## config.mk

```make
export PLATFORM = sky130hd
export DESIGN_NAME = hazard_scoreboard_flat
export DESIGN_NICKNAME = d
export VERILOG_FILES = /design/src/rtl/hazard_scoreboard_if.sv /design/src/rtl/hazard_scoreboard.sv /design/src/flat_wrapper.sv
export SDC_FILE = /design/constraint.sdc
export NUM_CORES = 1
export LEC_CHECK = 0
export ABC_CLOCK_PERIOD_IN_PS = 3600
export CAP_MARGIN = 20
export CORE_MARGIN = 2
export CORE_UTILIZATION = 46
export CTS_CLUSTER_DIAMETER = 40
export DETAILED_ROUTE_END_ITERATION = 7
export HOLD_SLACK_MARGIN = 0.05
export PLACE_DENSITY = 0.83
export SKIP_CTS_REPAIR_TIMING = 1
export SLEW_MARGIN = 10
export SYNTH_ARGS = -nofsm -noshare
export SYNTH_HDL_FRONTEND = slang
export SYNTH_SLANG_ARGS = --single-unit
```

## constraint.sdc

```tcl
create_clock -name clk -period 3.6 [get_ports clk]
set_input_delay 1.08 -clock clk [delete_from_list [all_inputs] [get_ports clk]]
set_output_delay 1.08 -clock clk [all_outputs]
set_load 0.005 [all_outputs]
```

## src/rtl/hazard_scoreboard_if.sv

```systemverilog
// Purpose : bundles the ID-stage decode fields, the EX branch outcome and the
//           hazard-unit control outputs into one port.
// Ports   : master = pipeline side (drives ID/EX fields, receives controls),
//           slave  = hazard unit (receives ID/EX fields, drives controls).
// Latency/backpressure: none; this is wiring only.
interface hazard_scoreboard_if #(
  parameter int REG_W = 4,
  parameter int SEL_W = 2
);
  // ID-stage instruction description
  logic             id_valid;
  logic [REG_W-1:0] id_src1;
  logic             id_src1_used;
  logic [REG_W-1:0] id_src2;
  logic             id_src2_used;
  logic [REG_W-1:0] id_dst;
  logic             id_wen;
  logic             id_is_load;
  logic             id_is_hlt;
  // EX-stage branch resolution
  logic             ex_br_taken;
  // Control outputs back to the pipeline
  logic             stall;
  logic             bubble;
  logic             flush_ifid;
  logic [SEL_W-1:0] fwd_sel1;
  logic [SEL_W-1:0] fwd_sel2;
  logic             hlt;

  modport master (
    output id_valid, id_src1, id_src1_used, id_src2, id_src2_used,
           id_dst, id_wen, id_is_load, id_is_hlt, ex_br_taken,
    input  stall, bubble, flush_ifid, fwd_sel1, fwd_sel2, hlt
  );

  modport slave (
    input  id_valid, id_src1, id_src1_used, id_src2, id_src2_used,
           id_dst, id_wen, id_is_load, id_is_hlt, ex_br_taken,
    output stall, bubble, flush_ifid, fwd_sel1, fwd_sel2, hlt
  );
endinterface

```

## src/rtl/hazard_scoreboard.sv

```systemverilog
// Purpose : pipeline hazard unit; shift scoreboard of in-flight writers EX..WB
//           producing forwarding selects, load-use stall/bubble, branch flush
//           and a HLT drain FSM.
// Latency : stall/bubble/flush_ifid combinational from ID/EX inputs;
//           fwd_sel1/2 registered (valid while the instruction is in EX);
//           hlt registered, rises on the edge HLT reaches entry DEPTH-1.
// Backpressure: stall holds PC and IF/ID; bubble inserts a NOP into ID/EX.
// Ports   : clk, rst (sync, active high) plus hz (slave modport) carrying
//           id_* decode fields, ex_br_taken, and stall/bubble/flush_ifid/
//           fwd_sel1/fwd_sel2/hlt.
module hazard_scoreboard #(
  parameter int REG_W    = 4,
  parameter int DEPTH    = 3,
  parameter int LOAD_LAT = 2,
  parameter int SEL_W    = 2
) (
  input  logic               clk,
  input  logic               rst,
  hazard_scoreboard_if.slave hz
);

  // One tracked in-flight instruction.
  typedef struct packed {
    logic             vld;
    logic             wen;
    logic             ld;
    logic             hlt;
    logic [REG_W-1:0] dst;
  } entry_t;

  typedef enum logic [1:0] {
    ST_RUN    = 2'd0,
    ST_DRAIN  = 2'd1,
    ST_HALTED = 2'd2
  } state_t;

  // Entry 0 is EX, entry DEPTH-1 is WB.
  entry_t           sb_q [DEPTH];
  entry_t           sb_d [DEPTH];

  logic [SEL_W-1:0] fwd_sel1_q, fwd_sel1_d;
  logic [SEL_W-1:0] fwd_sel2_q, fwd_sel2_d;

  state_t           state_q;
  logic             hlt_q;

  logic             flush;
  logic             ld_hazard;
  logic             stall;
  logic             accept;
  logic [SEL_W-1:0] sel1_hit;
  logic [SEL_W-1:0] sel2_hit;

  // A source depends on entry e if e is a live writer of that register.
  // R0 is hardwired, and an unread source never creates a dependency.
  function automatic logic src_match(input entry_t e,
                                     input logic [REG_W-1:0] src,
                                     input logic used);
    return e.vld & e.wen & (e.dst == src) & (src != '0) & used;
  endfunction

  // Dependency scan. The WB entry (DEPTH-1) is skipped: the register file
  // writes through, so an ID read in the same cycle already sees the value.
  // Scanning from oldest to youngest lets the youngest producer win.
  always_comb begin
    ld_hazard = 1'b0;
    sel1_hit  = '0;
    sel2_hit  = '0;
    for (int k = DEPTH - 2; k >= 0; k--) begin
      if (src_match(sb_q[k], hz.id_src1, hz.id_src1_used)) begin
        sel1_hit = SEL_W'(k + 1);
        // Load data is not yet available until it reaches entry LOAD_LAT.
        if (sb_q[k].ld && ((k + 1) < LOAD_LAT)) ld_hazard = 1'b1;
      end
      if (src_match(sb_q[k], hz.id_src2, hz.id_src2_used)) begin
        sel2_hit = SEL_W'(k + 1);
        if (sb_q[k].ld && ((k + 1) < LOAD_LAT)) ld_hazard = 1'b1;
      end
    end
  end

  // Control outputs. A taken branch discards the ID instruction, so stalling
  // it would only delay the redirect: flush wins over any stall source.
  // Once HLT is in flight nothing younger may enter.
  always_comb begin
    flush  = hz.ex_br_taken;
    stall  = ~flush & ((state_q != ST_RUN) | (hz.id_valid & ld_hazard));
    accept = hz.id_valid & ~stall & ~flush;
  end

  assign hz.flush_ifid = flush;
  assign hz.stall      = stall;
  assign hz.bubble     = stall | flush;
  assign hz.fwd_sel1   = fwd_sel1_q;
  assign hz.fwd_sel2   = fwd_sel2_q;
  assign hz.hlt        = hlt_q;

  // Next scoreboard contents: shift toward WB, entry 0 takes the accepted
  // ID instruction or an all-zero bubble.
  always_comb begin
    for (int k = 1; k < DEPTH; k++) begin
      sb_d[k] = sb_q[k-1];
    end
    sb_d[0] = '0;
    if (accept) begin
      sb_d[0].vld = 1'b1;
      sb_d[0].wen = hz.id_wen;
      sb_d[0].ld  = hz.id_is_load;
      sb_d[0].hlt = hz.id_is_hlt;
      sb_d[0].dst = hz.id_dst;
    end
  end

  // Forwarding selects travel with the instruction into EX; a bubble in EX
  // must read the plain ID/EX operand value.
  always_comb begin
    fwd_sel1_d = '0;
    fwd_sel2_d = '0;
    if (accept) begin
      fwd_sel1_d = sel1_hit;
      fwd_sel2_d = sel2_hit;
    end
  end

  always_ff @(posedge clk) begin
    if (rst) begin
      for (int k = 0; k < DEPTH; k++) begin
        sb_q[k] <= '0;
      end
      fwd_sel1_q <= '0;
      fwd_sel2_q <= '0;
    end else begin
      for (int k = 0; k < DEPTH; k++) begin
        sb_q[k] <= sb_d[k];
      end
      fwd_sel1_q <= fwd_sel1_d;
      fwd_sel2_q <= fwd_sel2_d;
    end
  end

  // HLT drain. Entering DRAIN only on an accepted HLT means a HLT flushed by
  // a taken branch is ignored. HALTED is entered on the same edge the HLT
  // entry shifts from DEPTH-2 into the WB slot.
  always_ff @(posedge clk) begin
    if (rst) begin
      state_q <= ST_RUN;
      hlt_q   <= 1'b0;
    end else begin
      case (state_q)
        ST_RUN: begin
          hlt_q <= 1'b0;
          if (accept && hz.id_is_hlt) state_q <= ST_DRAIN;
        end
        ST_DRAIN: begin
          if (sb_q[DEPTH-2].vld && sb_q[DEPTH-2].hlt) begin
            state_q <= ST_HALTED;
            hlt_q   <= 1'b1;
          end
        end
        ST_HALTED: begin
          hlt_q <= 1'b1;
        end
        default: begin
          state_q <= ST_RUN;
          hlt_q   <= 1'b0;
        end
      endcase
    end
  end

endmodule

```

## src/flat_wrapper.sv

```systemverilog
// flat-port wrapper written by rule: the top's interface ports become plain ports
module hazard_scoreboard_flat 
#(
  parameter int REG_W    = 4,
  parameter int DEPTH    = 3,
  parameter int LOAD_LAT = 2,
  parameter int SEL_W    = 2
)
  (clk, rst, hz_id_valid, hz_id_src1, hz_id_src1_used, hz_id_src2, hz_id_src2_used, hz_id_dst, hz_id_wen, hz_id_is_load, hz_id_is_hlt, hz_ex_br_taken, hz_stall, hz_bubble, hz_flush_ifid, hz_fwd_sel1, hz_fwd_sel2, hz_hlt);
  hazard_scoreboard_if #(.REG_W(REG_W), .SEL_W(SEL_W)) hz_i ();
  input  logic clk;
  input  logic rst;
  input wire logic [$bits(hz_i.id_valid)-1:0] hz_id_valid;
  input wire logic [$bits(hz_i.id_src1)-1:0] hz_id_src1;
  input wire logic [$bits(hz_i.id_src1_used)-1:0] hz_id_src1_used;
  input wire logic [$bits(hz_i.id_src2)-1:0] hz_id_src2;
  input wire logic [$bits(hz_i.id_src2_used)-1:0] hz_id_src2_used;
  input wire logic [$bits(hz_i.id_dst)-1:0] hz_id_dst;
  input wire logic [$bits(hz_i.id_wen)-1:0] hz_id_wen;
  input wire logic [$bits(hz_i.id_is_load)-1:0] hz_id_is_load;
  input wire logic [$bits(hz_i.id_is_hlt)-1:0] hz_id_is_hlt;
  input wire logic [$bits(hz_i.ex_br_taken)-1:0] hz_ex_br_taken;
  output wire logic [$bits(hz_i.stall)-1:0] hz_stall;
  output wire logic [$bits(hz_i.bubble)-1:0] hz_bubble;
  output wire logic [$bits(hz_i.flush_ifid)-1:0] hz_flush_ifid;
  output wire logic [$bits(hz_i.fwd_sel1)-1:0] hz_fwd_sel1;
  output wire logic [$bits(hz_i.fwd_sel2)-1:0] hz_fwd_sel2;
  output wire logic [$bits(hz_i.hlt)-1:0] hz_hlt;
  assign hz_i.id_valid = hz_id_valid;
  assign hz_i.id_src1 = hz_id_src1;
  assign hz_i.id_src1_used = hz_id_src1_used;
  assign hz_i.id_src2 = hz_id_src2;
  assign hz_i.id_src2_used = hz_id_src2_used;
  assign hz_i.id_dst = hz_id_dst;
  assign hz_i.id_wen = hz_id_wen;
  assign hz_i.id_is_load = hz_id_is_load;
  assign hz_i.id_is_hlt = hz_id_is_hlt;
  assign hz_i.ex_br_taken = hz_ex_br_taken;
  assign hz_stall = hz_i.stall;
  assign hz_bubble = hz_i.bubble;
  assign hz_flush_ifid = hz_i.flush_ifid;
  assign hz_fwd_sel1 = hz_i.fwd_sel1;
  assign hz_fwd_sel2 = hz_i.fwd_sel2;
  assign hz_hlt = hz_i.hlt;
  hazard_scoreboard #(.REG_W(REG_W), .DEPTH(DEPTH), .LOAD_LAT(LOAD_LAT), .SEL_W(SEL_W)) u_core (.clk(clk), .rst(rst), .hz(hz_i));
endmodule
```

# Word-level counts from Yosys, hierarchy flattened
# Memory sizes are Yosys's and may differ from the RTL's.
# Cells that the tools add are included.
[classes]
eq_ne = 8
n_mux = 20
bitwise = 27
reduce_logical = 10
[op_table]
columns = ["cell", "n"]
rows = [
  ["2-to-1 mux 8 bit", 4],
  ["AND 1 bit", 18],
  ["equality test 4 bit", 4],
  ["2-to-1 mux 1 bit", 10],
  ["2-to-1 mux 2 bit", 4],
  ["nonzero test 4 bit", 2],
  ["one-hot mux 2 bit (3 select lines)", 1],
  ["OR reduction 3 bit", 2],
  ["OR 1 bit", 5],
  ["!= test 2 x 1 -> 1 bit (second input constant)", 2],
  ["inverter 1 bit", 4],
  ["AND reduction 3 bit", 1],
  ["equality test 2 x 1 -> 1 bit (second input constant)", 1],
  ["equality test 2 bit (second input constant)", 1],
  ["logical AND 1 bit", 2],
  ["zero test 2 bit", 1],
  ["one-hot mux 1 bit (2 select lines)", 1],
  ["nonzero test 2 bit", 1],
  ["OR reduction 2 bit", 1],
]
[word_totals]
reg_bits = 7
ram_bits = 24
input_bits = 21
mem_count = 1
[memory_table]
columns = ["memory", "depth", "word_bits", "read_ports", "rd_clocked_by_memory_dff", "wr", "line_no", "text"]
rows = [
  ["u_core.sb_q", 3, 8, 2, 0, 3, "hazard_scoreboard.sv:38", "entry_t sb_q [DEPTH];"],
]

# Longest topological paths before layout
# An unclocked memory read counts as a cell.
[logic_depth]
word_depth = 17
ltp_mapped = 8

# Least setup slack after synthesis
# OpenSTA, ideal clock, no wires.
[synth_timing]
kind = "in2out"
start = "input hz_id_src1[0]"
end = "output hz_stall"
arrival_time_ps = 2150
required_time_ps = 2520
path_slack_ps = 370
path_stages = 6
path_cell_list = "xnor2_1 > nand3_1 > nor4_1 > o21a_1 > nand2_1 > a21oi_1"
[synth_between]
elab_chain_cells = 10
word_cells_on_any_way = 11
classes_between = "eq/ne: 1; mux: 3; bitwise: 6; reduce/logical: 1"
[synth_rtl]
columns = ["item", "line_no", "text"]
rows = [
  ["start: declaration", "flat_wrapper.sv:14", "input wire logic [$bits(hz_i.id_src1)-1:0] hz_id_src1;"],
  ["equality test 4 bit", "hazard_scoreboard.sv:59", "return e.vld & e.wen & (e.dst == src) & (src != '0) & used;"],
  ["AND 1 bit", "hazard_scoreboard.sv:59", ""],
  ["AND 1 bit * (2 in a row)", "hazard_scoreboard.sv:59", ""],
  ["2-to-1 mux 1 bit *", "hazard_scoreboard.sv:70", "if (src_match(sb_q[k], hz.id_src1, hz.id_src1_used)) begin"],
  ["2-to-1 mux 1 bit", "hazard_scoreboard.sv:77", "if (sb_q[k].ld && ((k + 1) < LOAD_LAT)) ld_hazard = 1'b1;"],
  ["2-to-1 mux 1 bit *", "hazard_scoreboard.sv:75", "if (src_match(sb_q[k], hz.id_src2, hz.id_src2_used)) begin"],
  ["AND 1 bit *", "hazard_scoreboard.sv:87", "stall = ~flush & ((state_q != ST_RUN) | (hz.id_valid & ld_hazard));"],
  ["OR 1 bit *", "hazard_scoreboard.sv:87", ""],
  ["AND 1 bit *", "hazard_scoreboard.sv:87", ""],
  ["end: declaration", "flat_wrapper.sv:23", "output wire logic [$bits(hz_i.stall)-1:0] hz_stall;"],
]
# Mark *: on every way between the ends. The rest lies on a longest branch, timed or not.

# Worst setup path in the final report
[layout_timing]
start = "input hz_id_src1[3]"
end = "output hz_stall"
# The elaborated chain is that of the path after synthesis.

==> results.json <==
{
  "status": "finished, final reports clean",
  "worstHoldStart": "u_core.sb_q[0][4]",
  "ys_seq_elements": 22,
  "irDropWorstVdd_mv": 0.239,
  "syn-mean-instance-area_um2": 10.1,
  "synth_seq_area_share_pct": 43.7,
  "drtPass1Iterations": 6,
  "hold_path_class": "reg2reg",
  "p_total_uw": 528,
  "cts.reportedPaths.clkPinSlew_ns": 0.12,
  "place_inst": 163,
  "setup_violations": 0,
  "stdcell_count": 167,
  "yosysWarningCount": 0,
  "route.detailed.drc": 0,
  "die_area_um2": 2580,
  "die_x_um": 50.8,
  "grt_pass1_wl_um": 3830,
  "ys_types": 30,
  "cts-root-buf": "clkbuf_4",
  "drive_gt1_share_pct": 25.0,
  "critical_path_class": "in2out",
  "synthCells": 100,
  "nets": 166,
  "timing.final.crit_share_pct": 98.1,
  "required_ns": 2.52,
  "path_max_fanout": 3,
  "htree_levels": 1,
  "finClkSkew_ns": 0.00509,
  "worst_pin_slew_ns": 0.440,
  "place_area_um2": 1390,
  "placementRows": 16,
  "design_area_um2": 1510,
  "p_leak_nw": 0.668,
  "cp-end-kind": "output pin",
  "regToRegEndpoint": "u_core.state_q[1]",
  "insertion_delay_ns": 0.32,
  "cts_tree": "built",
  "num_vias": 891,
  "power.density_nw_per_um2": 349,
  "r2r_slack_ns": 1.54,
  "async_reset_ff_share_pct": 0,
  "regToRegStartpoint": "u_core.state_q[1]",
  "whs_endpoint": "u_core.sb_q[0][12]",
  "synth_area_um2": 1010,
  "cts.sinks": 22,
  "drv_cap": 0,
  "postRouteAntennaNets": 0,
  "synth_edf_count": 0,
  "grt_max_degree": 14,
  "wire_per_inst_um": 16.1,
  "place_congestion": 0.952,
  "cts.path.max_buffers": 2,
  "synthToLayoutAreaGrowth_pct": 50.3,
  "overflow": 0,
  "drt_iter0_markers": 26,
  "grt_usage_pct": 20.3,
  "arrival_ns": 2.45,
  "drt-total-wl_um": 2690,
  "fin_crit_ns": 3.53,
  "tns_ns": 0,
  "syn_nets": 125,
  "cp-start-kind": "input port",
  "antenna_found_initial": 0,
  "slew_headroom_pct": 70.4,
  "max_clock_freq_ghz": 0.283,
  "grt_pass1_vias": 922,
  "worstRegToRegCells": 8,
  "port_buffers": 28,
  "yosys_most_used_dff": "dfxtp_1",
  "die_h_um": 50.8,
  "min_path_cells": 1,
  "start_util_pct": 49.8,
  "pin_count": 29,
  "core_um2": 2020,
  "drv_slew": 0,
  "place_hpwl_um": 1860,
  "drt-vias-per-instance": 5.34,
  "hold_violations": 0,
  "cts_buffers": 3,
  "antenna-diode-count": 0
}
-- kinds of logic (layout without fill, tap and decap cells) --
group,count (synthesis),in the layout,synth area share [%]
DFF,22,22,43.7
adders and majority gates,4,4,4.97
and+or+nand+nor,45,45,28.4
buffers and inverters,5,45,2.61
muxes,1,1,0.994
xor gates and xnor gates,16,16,13.9
AOI/OAI and AO/OA,7,7,5.34
-- synthesized netlist by cell type (2+ instances only) --
cell type,number,share of area [%]
xor2_1,7,6.1
nand4_1,2,1.2
nand2_1,7,2.6
dfxtp_1,22,44
nand3_1,2,0.99
nor2b_1,8,5.0
xnor2_1,9,7.8
buf_4,2,1.5
inv_1,2,0.75
nor2_1,3,1.1
nor3b_1,2,1.5
and2_2,9,6.7
nor4_1,4,2.5
ha_1,4,5.0
and4_2,2,2.0
-- worst max-delay path, stage by stage --
cell and delay, ns:
dlymetal6s2s_1 0.18, xnor2_1 0.24, nand2_2 0.11, nor4_4 0.31
o21a_1 0.22, nand2_2 0.07, a21oi_2 0.11, buf_2 0.12
-- sequential cells by signal, summed over array words and instances (netlist names) --
| name | cells |
|---|---|
| u_core.sb_q | 15 |
| u_core.hz.fwd_sel1 | 2 |
| u_core.hz.fwd_sel2 | 2 |
| u_core.state_q | 2 |
| u_core.hz.hlt | 1 |
-- through the flow --
step / utilization, % / hold slack, ns / setup slack, ns
floorplan: - / 0.414 / 0.370
global route: 74.9 / 0.472 / -0.0135
CTS: 71.1 / 0.463 / -0.779
detailed placement: 68.5 / 0.440 / -0.734
finish: 74.9 / 0.459 / 0.0699
global placement: 68.5 / 0.416 / -0.615
-- where the power goes --
part / leakage (nW) / total [mW] / internal, mW / switching (mW)
registers: 0.178 / 0.255 / 0.250 / 0.00556
logic: 0.462 / 0.0816 / 0.0462 / 0.0354
clock network: 0.0279 / 0.191 / 0.113 / 0.0785
total: 0.668 / 0.528 / 0.409 / 0.120
-- cell type report --
class | count | area [um^2]
clock buffer | 3 | 22.5
clock inverter | 1 | 30.0
fill | 127 | 508
inverter | 2 | 7.51
multi-input combinational | 73 | 594
sequential | 22 | 440
tap | 27 | 33.8
timing repair buffer | 39 | 385
-- metal layers --
layer	GRT usage [%]	vias to the layer above	part of all wire (%)
li1	-	418	-
met1	20.4	422	38
met2	37.5	41	54
met3	4.17	10	4.6
met4	13.1	0	3.4
met5	0	-	0
-- placed cells by master, fill, tap and decap left out, types with 2 or more instances in the layout --
cell	Yosys	routed
xor2_1	7	7
xnor2_1	9	9
nand2_1	7	5
nor3b_1	2	2
clkdlybuf4s50_1	0	16
ha_1	4	4
and2_2	9	9
nand2_2	0	2
clkbuf_4	0	3
nand4_1	2	2
nor4_4	0	3
and4_2	2	2
dfxtp_1	22	22
buf_4	2	11
nor2b_1	8	8
dlymetal6s2s_1	0	11
nor2_1	3	3
nand3_1	2	2
inv_1	2	2
-- how the worst max path moves through the flow --
stage               cells past startpoint  endpoint          start  slack (ns)
floorplan                               6  hz_stall  hz_id_src1[0]        0.37
global placement                        8  hz_stall  hz_id_src1[0]       -0.61
detailed placement                      8  hz_stall  hz_id_src2[0]       -0.73
CTS                                     8  hz_stall  hz_id_src2[0]       -0.78
global route                            8  hz_stall  hz_id_src1[3]       -0.01
finish                                  8  hz_stall  hz_id_src1[3]        0.07
(Power assumes the default switching activity.)
==> variant, RTL diff (config.mk and constraints unchanged) <==
Encoding of `state_t`: now one-hot (3 bits for 3 states).
--- a/src/rtl/hazard_scoreboard.sv
+++ b/src/rtl/hazard_scoreboard.sv
@@ -28,10 +28,10 @@
     logic [REG_W-1:0] dst;
   } entry_t;
 
-  typedef enum logic [1:0] {
-    ST_RUN    = 2'd0,
-    ST_DRAIN  = 2'd1,
-    ST_HALTED = 2'd2
+  typedef enum logic [2:0] {
+    ST_RUN    = 3'b001,
+    ST_DRAIN  = 3'b010,
+    ST_HALTED = 3'b100
   } state_t;
 
   // Entry 0 is EX, entry DEPTH-1 is WB.
Function: same outputs for any inputs over 10 cycles, from zero or initial values and one cycle with rst high; not proved beyond that.
==> variant against the unedited design <==
  * Sequential share of layout area increased by 0.78 points
  * Cell area increased by 1.8%
  * Hold slack got worse by 0.0033 ns
  * Combinational power decreased by 8.6%
  * Routed wire length decreased by 3.3%
  * Sequential cell count increased by 1
  * Worst setup slack improved by 0.017 ns
  * Area after synthesis increased by 6.6%
  * Total power decreased by 12%
  * Final cell count increased by 4.8%
  * Sequential power increased by 4%
==> variant: results (changes against the unedited design) <==
\begin{tabular}{lr}
\hline
Metric & Value \\
\hline
\multicolumn{2}{l}{\textbf{Run status}} \\
Run status & finished, final reports clean \\
\multicolumn{2}{l}{\textbf{Critical path}} \\
Slowest stage delay, CP & 0.43 ns (+0.12 ns) \\
Data arrival time of the worst path & 2.43 ns (-0.02 ns) \\
Slowest CP cell & sky130\_fd\_sc\_hd\_\_o41ai\_4 \\
\multicolumn{2}{l}{\textbf{GRT}} \\
Maximum number of pins on one net before global-route repair & 13 (-1) \\
All-layer global routing usage & 0.200 (-0.00312) \\
First-pass GRT wire length & 3840 um (+0.18\%) \\
Vias in the first global route & 845 (-8.4\%) \\
\multicolumn{2}{l}{\textbf{Placement}} \\
Pre-CTS setup slack & -0.566 ns (+0.167 ns) \\
RePlAce Congestion & 0.862 (-9.5\%) \\
HPWL after detailed placement & 1850 um (-0.33\%) \\
\multicolumn{2}{l}{\textbf{Logic synthesis}} \\
Count of cell types in the netlist & 32 (+6.7\%) \\
Commonest cells in the netlist & sky130\_fd\_sc\_hd\_\_dfxtp\_1, sky130\_fd\_sc\_hd\_\_xor2\_1, sky130\_fd\_sc\_hd\_\_and2\_2, sky130\_fd\_sc\_hd\_\_nor2b\_1, sky130\_fd\_sc\_hd\_\_nor3\_1 \\
Sequential element share of the synthesized area & 0.429 (-0.00836) \\
Syn\_nets & 129 (+3.2\%) \\
Leading area contributor after synthesis & sky130\_fd\_sc\_hd\_\_dfxtp\_1 \\
\multicolumn{2}{l}{\textbf{Pwr}} \\
Switching fraction of total power & 0.252 (+0.0253) \\
Leakage & 0.000699 uW (+4.6\%) \\
Largest voltage drop on the vdd net & 0.000222 V (-7.0\%) \\
\multicolumn{2}{l}{\textbf{Route}} \\
Violation count after the first detailed-route iteration & 20 (-23\%) \\
First-pass iteration count of the detailed router & 4 (-2) \\
Total via count in the routed design & 920 (+3.3\%) \\
WL final & 2600 um (-3.3\%) \\
\multicolumn{2}{l}{\textbf{Final layout}} \\
Total Nets Final & 169 (+1.8\%) \\
Number of fill cells & 168 (+32\%) \\
\multicolumn{2}{l}{\textbf{Timing}} \\
Max-slew headroom at the worst pin & 0.743 (+0.0388) \\
\hline
\end{tabular}
[variant: cell count changes after synthesis, sizes merged, moves of 3 or more]
cell	before	now
xnor2	9	5
ha	4	0
and2	10	7
a21oi	1	6
xor2	7	11
nor3	1	7
[variant: layout make-up]
class,instances,share of cell area
clock buffer,4,0.0170
multi-input combinational,77,0.398
timing repair buffer,40,0.256
sequential,23,0.299
inverter,3,0.00731
tap,28,0.0227
[variant: per-stage QoR]
step / instances / total power [uW] / cell area [sq um]
after floorplan: 108 / 297 / 1070
after global placement: 171 / 338 / 1450
after detailed placement: 171 / 341 / 1450
after CTS: 175 / 461 / 1470
after global routing: 175 / 483 / 1540
final: 175 / 464 / 1540
[variant: final timing paths]
| kind | start | endpoint | slack [ns] | depth (start not counted) |
|---|---|---|---|---|
| setup / recovery | hz_id_src1[0] | hz_bubble | 0.09 | 6 |
| hold / removal | u_core.sb_q[0][4]$_SDFF_PP0_ | u_core.sb_q[0][12]$_SDFF_PP0_ | 0.46 | 1 |
| setup reg to reg | u_core.sb_q[0][1]$_SDFF_PP0_ | u_core.sb_q[0][2]$_SDFF_PP0_ | 1.84 | 6 |
| hold reg to reg | u_core.sb_q[0][4]$_SDFF_PP0_ | u_core.sb_q[0][12]$_SDFF_PP0_ | 0.46 | 1 |
[variant: layer usage]
metal  track usage  wire, um
met1         0.257      1090
met2         0.306      1320
met3        0.0514       132
met4         0.103        57
met5             0         0
[variant: cells by family (layout without fill, tap and decap cells)]
family	Yosys count	in the layout	synth area share
simple gates	43	43	0.263
flops	23	23	0.429
xor+xnor	16	16	0.131
buf+inv	8	47	0.0420
compound gates	18	18	0.135
[variant: worst max-delay path, delay by kind of cell]
kind / cells / cell delay [ns]
compound gates: 2 / 0.77
buf+inv: 2 / 0.31
simple gates: 2 / 0.27
